--- config.mk ---
export PLATFORM = sky130hd
export DESIGN_NAME = tc_proj_round_sat
export DESIGN_NICKNAME = d
export VERILOG_FILES = /design/src/rtl/tc_proj_round_sat.sv
export SDC_FILE = /design/constraint.sdc
export NUM_CORES = 1
export LEC_CHECK = 0
export CORE_ASPECT_RATIO = 1.75
export CORE_MARGIN = 4
export CORE_UTILIZATION = 40
export CTS_BUF_LIST = sky130_fd_sc_hd__clkbuf_2 sky130_fd_sc_hd__clkbuf_4 sky130_fd_sc_hd__clkbuf_8
export DETAILED_ROUTE_END_ITERATION = 12
export PLACE_DENSITY = 0.7
export SLEW_MARGIN = 20
export SYNTH_ARGS = -nofsm -noshare
export SYNTH_HDL_FRONTEND = slang
export SYNTH_SLANG_ARGS = --single-unit
--- constraint.sdc ---
create_clock -name ap_clk -period 1.2 [get_ports ap_clk]
set_input_delay 0.12 -clock ap_clk [delete_from_list [all_inputs] [get_ports ap_clk]]
set_output_delay 0.12 -clock ap_clk [all_outputs]
set_load 0.01 [all_outputs]
--- src/rtl/tc_proj_round_sat.sv ---
// Projection round/offset/saturate stage: two registered stages on a valid/ready stream.
// Optional saturation counter enabled by `define TC_PROJ_ROUND_SAT_COUNT_EN.
module tc_proj_round_sat #(
   parameter int IN_W  = 30,
   parameter int SHIFT = 12,
   parameter int OUT_W = 14,
   parameter int CNT_W = 16
) (
   input  logic                    ap_clk,
   input  logic                    ap_rst_n,
   input  logic                    in_valid,
   output logic                    in_ready,
   input  logic signed [IN_W-1:0]  in_prod,
   input  logic signed [OUT_W-1:0] in_offset,
   input  logic                    in_last,
   output logic                    out_valid,
   input  logic                    out_ready,
   output logic signed [OUT_W-1:0] out_data,
   output logic                    out_sat,
   output logic                    out_last,
   input  logic                    clear_count,
   output logic [CNT_W-1:0]        sat_count
);

   localparam int S_W = IN_W - SHIFT + 2;
   localparam logic [IN_W:0] C_HALF = (IN_W+1)'(1) << (SHIFT-1);

   if (SHIFT < 1 || SHIFT >= IN_W) begin : g_bad_shift
      $error("SHIFT out of range");
   end
   if (OUT_W > IN_W - SHIFT + 1) begin : g_bad_out_w
      $error("OUT_W too wide");
   end

   logic [1:0]       r_rst_sync;
   logic             w_rst_n;
   logic [IN_W:0]    w_rnd;
   logic [S_W-1:0]   w_s;
   logic             w_s2_adv;
   logic             w_s1_adv;
   logic             w_fits;
   logic [OUT_W-1:0] w_sat_data;
   logic             w_unused_rnd;

   logic             r_s1_valid;
   logic [S_W-1:0]   r_s1_data;
   logic             r_s1_last;
   logic             r_out_valid;
   logic [OUT_W-1:0] r_out_data;
   logic             r_out_sat;
   logic             r_out_last;

   // Reset asserts immediately but releases two clocks after ap_rst_n rises.
   always_ff @(posedge ap_clk or negedge ap_rst_n) begin
      if (!ap_rst_n) begin
         r_rst_sync <= 2'b00;
      end else begin
         r_rst_sync <= {r_rst_sync[0], 1'b1};
      end
   end
   assign w_rst_n = r_rst_sync[1];

   // One extra bit keeps the rounding add exact; low bits drop out in the shift.
   assign w_rnd        = {in_prod[IN_W-1], in_prod} + C_HALF;
   assign w_unused_rnd = ^w_rnd[SHIFT-1:0];
   assign w_s          = {w_rnd[IN_W], w_rnd[IN_W:SHIFT]}
                       + {{(S_W-OUT_W){in_offset[OUT_W-1]}}, in_offset};

   assign w_s2_adv = !r_out_valid || out_ready;
   assign w_s1_adv = !r_s1_valid || w_s2_adv;
   assign in_ready = w_s1_adv;

   always_ff @(posedge ap_clk or negedge w_rst_n) begin
      if (!w_rst_n) begin
         r_s1_valid <= 1'b0;
         r_s1_data  <= '0;
         r_s1_last  <= 1'b0;
      end else if (w_s1_adv) begin
         r_s1_valid <= in_valid;
         r_s1_data  <= w_s;
         r_s1_last  <= in_last;
      end
   end

   // The value fits when every bit above the output sign bit matches it.
   assign w_fits     = (r_s1_data[S_W-1:OUT_W-1] == {(S_W-OUT_W+1){r_s1_data[S_W-1]}});
   assign w_sat_data = w_fits ? r_s1_data[OUT_W-1:0]
                     : (r_s1_data[S_W-1] ? {1'b1, {(OUT_W-1){1'b0}}}
                                         : {1'b0, {(OUT_W-1){1'b1}}});

   always_ff @(posedge ap_clk or negedge w_rst_n) begin
      if (!w_rst_n) begin
         r_out_valid <= 1'b0;
         r_out_data  <= '0;
         r_out_sat   <= 1'b0;
         r_out_last  <= 1'b0;
      end else if (w_s2_adv) begin
         r_out_valid <= r_s1_valid;
         r_out_data  <= w_sat_data;
         r_out_sat   <= !w_fits;
         r_out_last  <= r_s1_last;
      end
   end

   assign out_valid = r_out_valid;
   assign out_data  = r_out_data;
   assign out_sat   = r_out_sat;
   assign out_last  = r_out_last;

`ifdef TC_PROJ_ROUND_SAT_COUNT_EN
   logic             w_sat_xfer;
   logic [CNT_W-1:0] r_sat_count;

   assign w_sat_xfer = r_out_valid && out_ready && r_out_sat;

   always_ff @(posedge ap_clk or negedge w_rst_n) begin
      if (!w_rst_n) begin
         r_sat_count <= '0;
      end else if (clear_count) begin
         r_sat_count <= w_sat_xfer ? CNT_W'(1) : '0;
      end else if (w_sat_xfer && (r_sat_count != {CNT_W{1'b1}})) begin
         r_sat_count <= r_sat_count + CNT_W'(1);
      end
   end
   assign sat_count = r_sat_count;
`else
   logic w_unused_clear;
   assign w_unused_clear = clear_count;
   assign sat_count      = '0;
`endif

endmodule

==> results.toml <==
[synth]
synth_edf_count = 0
async_reset_ff_frac = 1.00
post_synth.cell_area_avg_um2 = 8.54
netlist_instances = 373
synth_cell_types = 56
yosys_warnings = 0
yosys_most_used_dff = "dfrtp_1"
ys_seq_elements = 41
synth_area_mm2 = 0.00318
ys_seq_area_frac = 0.322

[pwr]
powerDensity_mw_per_mm2 = 1050
p_leak_nw = 2.43
total_power_mw = 5.74
peakVddDrop_uv = 468

[routing]
firstDrtPassIters = 4
wl_per_cell_um = 15.2
drc_errors = 0
final_antenna_net_count = 0
vias = 3284
wl_um = 9410
vias_per_cell = 5.30
drtIter0Drc = 125

[clock_network]
path_clk_slew_ps = 80
cts.path.max_buffers = 2
cts_tree = "yes"
cts.sinks = 41
htreeDepth = 2
clock_latency_ps = 290
numCtsBuffers = 5
clock-root-buffer = "clkbuf_8"

[worst_setup_path]
path_class = "input port to register"
worstPathRequired_ps = 1410
cp.arrival_ps = 2350
r2r_slack_ps = -260
endpoint_kind = "register"
startpoint_type = "input port"
cp_max_fo = 3

[run_status]
violations = "setup timing"
status = "finished with violations"

[global_route]
grt_remaining_overflow = 0
grt_pass1_wl_um = 14200
track_usage = 0.186
grt_max_degree = 40
grt_pass1_vias = 3221
antenna_found_initial = 0

[timing]
hold_violations = 0
rsz0062_at_grt = "true"
skew_ps = 7.74
period_share = 1.78
slew_violations = 0
setup_ws_ps = -937
fmax_ghz = 0.468
finalCriticalPeriod_ps = 2140
setup_viol = 34
finalSetupTns_ps = -16130

[floorplan]
fp.dieH_um = 126
die_w_um = 75.4
io_pins = 84
initial_utilization = 0.415
dieArea_mm2 = 0.00951
fp.coreArea_mm2 = 0.00767
rows = 42

[layout]
drive_above_1_share = 0.464
antenna_cells = 0
mostFrequentLayoutCell = "buf_4"
final_util = 0.713
final_cell_mix = "buf_4, nand2_1, dfrtp_1"
final_net_count = 605
stdcell_count = 620
fillers = 557
area_growth_pct = 71.7

[placed_design]
dpl.hpwl_um = 6200
finalWeightedCongestion = 0.879
port_buffers = 55
place_inst = 581

[run]
maxCapViolCount = 0

[min_path]
hold_path.class = "register to async pin"
==> cell type report <==
type / instances / area [um^2] / area share
tap: 88 / 110 / 0.0201
clock inverter: 3 / 65.1 / 0.0119
clock buffer: 5 / 68.8 / 0.0126
multi-input combinational: 309 / 2650 / 0.484
inverter: 7 / 26.3 / 0.00480
sequential: 41 / 1030 / 0.188
timing repair buffer: 167 / 1530 / 0.279
==> worst max-delay path: stages <==
cell and delay, ps:
buf_6 80, nand4_4 130, buf_6 160, nor4_4 280
nand2_1 140, xnor2_2 160, ha_1 320, a21o_1 190
a21o_1 190, a211oi_1 230, o21ai_1 90, o311a_1 120
a31oi_1 140
==> cell families (layout without fill, tap and decap cells) <==
logic type	after synthesis	in the layout	synth area share
simple gates	137	137	0.213
compound gates	100	100	0.210
flops	41	41	0.322
buf+inv	38	182	0.0699
xor+xnor	29	29	0.0798
fa+ha+maj	24	24	0.0967
other cells	2	17	0.00236
mux	2	2	0.00629
==> through the flow <==
step	hold slack (ps)	area, um^2	setup slack (ps)
2_1_floorplan	-176	3420	-979
5_1_grt	250	5470	-1030
3_3_place_gp	230	4500	-1720
6_report	226	5470	-937
3_5_place_dp	231	4500	-1710
4_1_cts	239	5010	-941
==> synthesized netlist by cell type (2+ instances only) <==
library cell  count  area (um^2)
nand2_2           2         12.5
xor2_1           13          114
nand2b_1          5         31.3
clkbuf_1          6         22.5
nor3_1            8         40.0
a21oi_2           4         35.0
xnor2_1          16          140
nand3_1          18         90.1
or3_1             2         12.5
a21o_1            7         52.6
buf_2             7         35.0
o21ai_0          17         85.1
nand2_1          55          206
a211oi_1          3         22.5
a21oi_1          34          170
buf_4            17          128
inv_1             6         22.5
o21a_1            5         37.5
nor3_2            2         20.0
mux2i_1           2         20.0
conb_1            2         7.51
a31oi_1           2         12.5
o21ai_1           8         40.0
dfrtp_1          41         1030
o31ai_2           2         25.0
nor2_1           27          101
o211ai_1          3         22.5
ha_1             23          288
nor4_1            3         18.8
o21ai_2           2         17.5
nand4_1           5         31.3
nor2b_1           2         12.5
==> sequential cells by signal (all words and copies together) (netlist names) <==
name / cells
r_s1_data: 20
out_data: 14
r_rst_sync: 2
out_last: 1
out_sat: 1
out_valid: 1
r_s1_last: 1
r_s1_valid: 1
==> path summary, 6_finish.rpt <==
check / start / endpoint / depth (start not counted)
setup / recovery: in_prod[14] / r_s1_data[19] / 13
hold / removal: r_rst_sync[1] / out_valid / 1
setup reg to reg: out_valid / r_s1_data[19] / 8
hold reg to reg: r_rst_sync[1] / out_valid / 1
max in group asynchronous: ap_rst_n / r_rst_sync[1] / 2
min in group ap_clk: in_offset[0] / r_s1_data[0] / 4
==> routing by layer <==
layer | up-vias | global-route usage | wire (um)
met5 | - | 0 | 0
met4 | 0 | 0.0886 | 387
met3 | 29 | 0.0191 | 319
met2 | 84 | 0.343 | 5360
met1 | 1574 | 0.199 | 3340
li1 | 1597 | - | -
==> timing repair <==
item / in CTS / in global routing
endpoints found under the hold margin: 2 / 0
resized for setup: 126 / 77
buffers inserted: 15 / 15
endpoints found under the setup margin: 51 / 34
pin swaps: 56 / 62
hold buffers: 1 / 0
gates cloned: 1 / 0
==> where the power goes <==
group	switching (mW)	internal (mW)
logic	1.24	1.36
clock network	0.462	0.826
registers	0.194	1.66
total	1.89	3.85
Power figures use the tool's default switching activity.
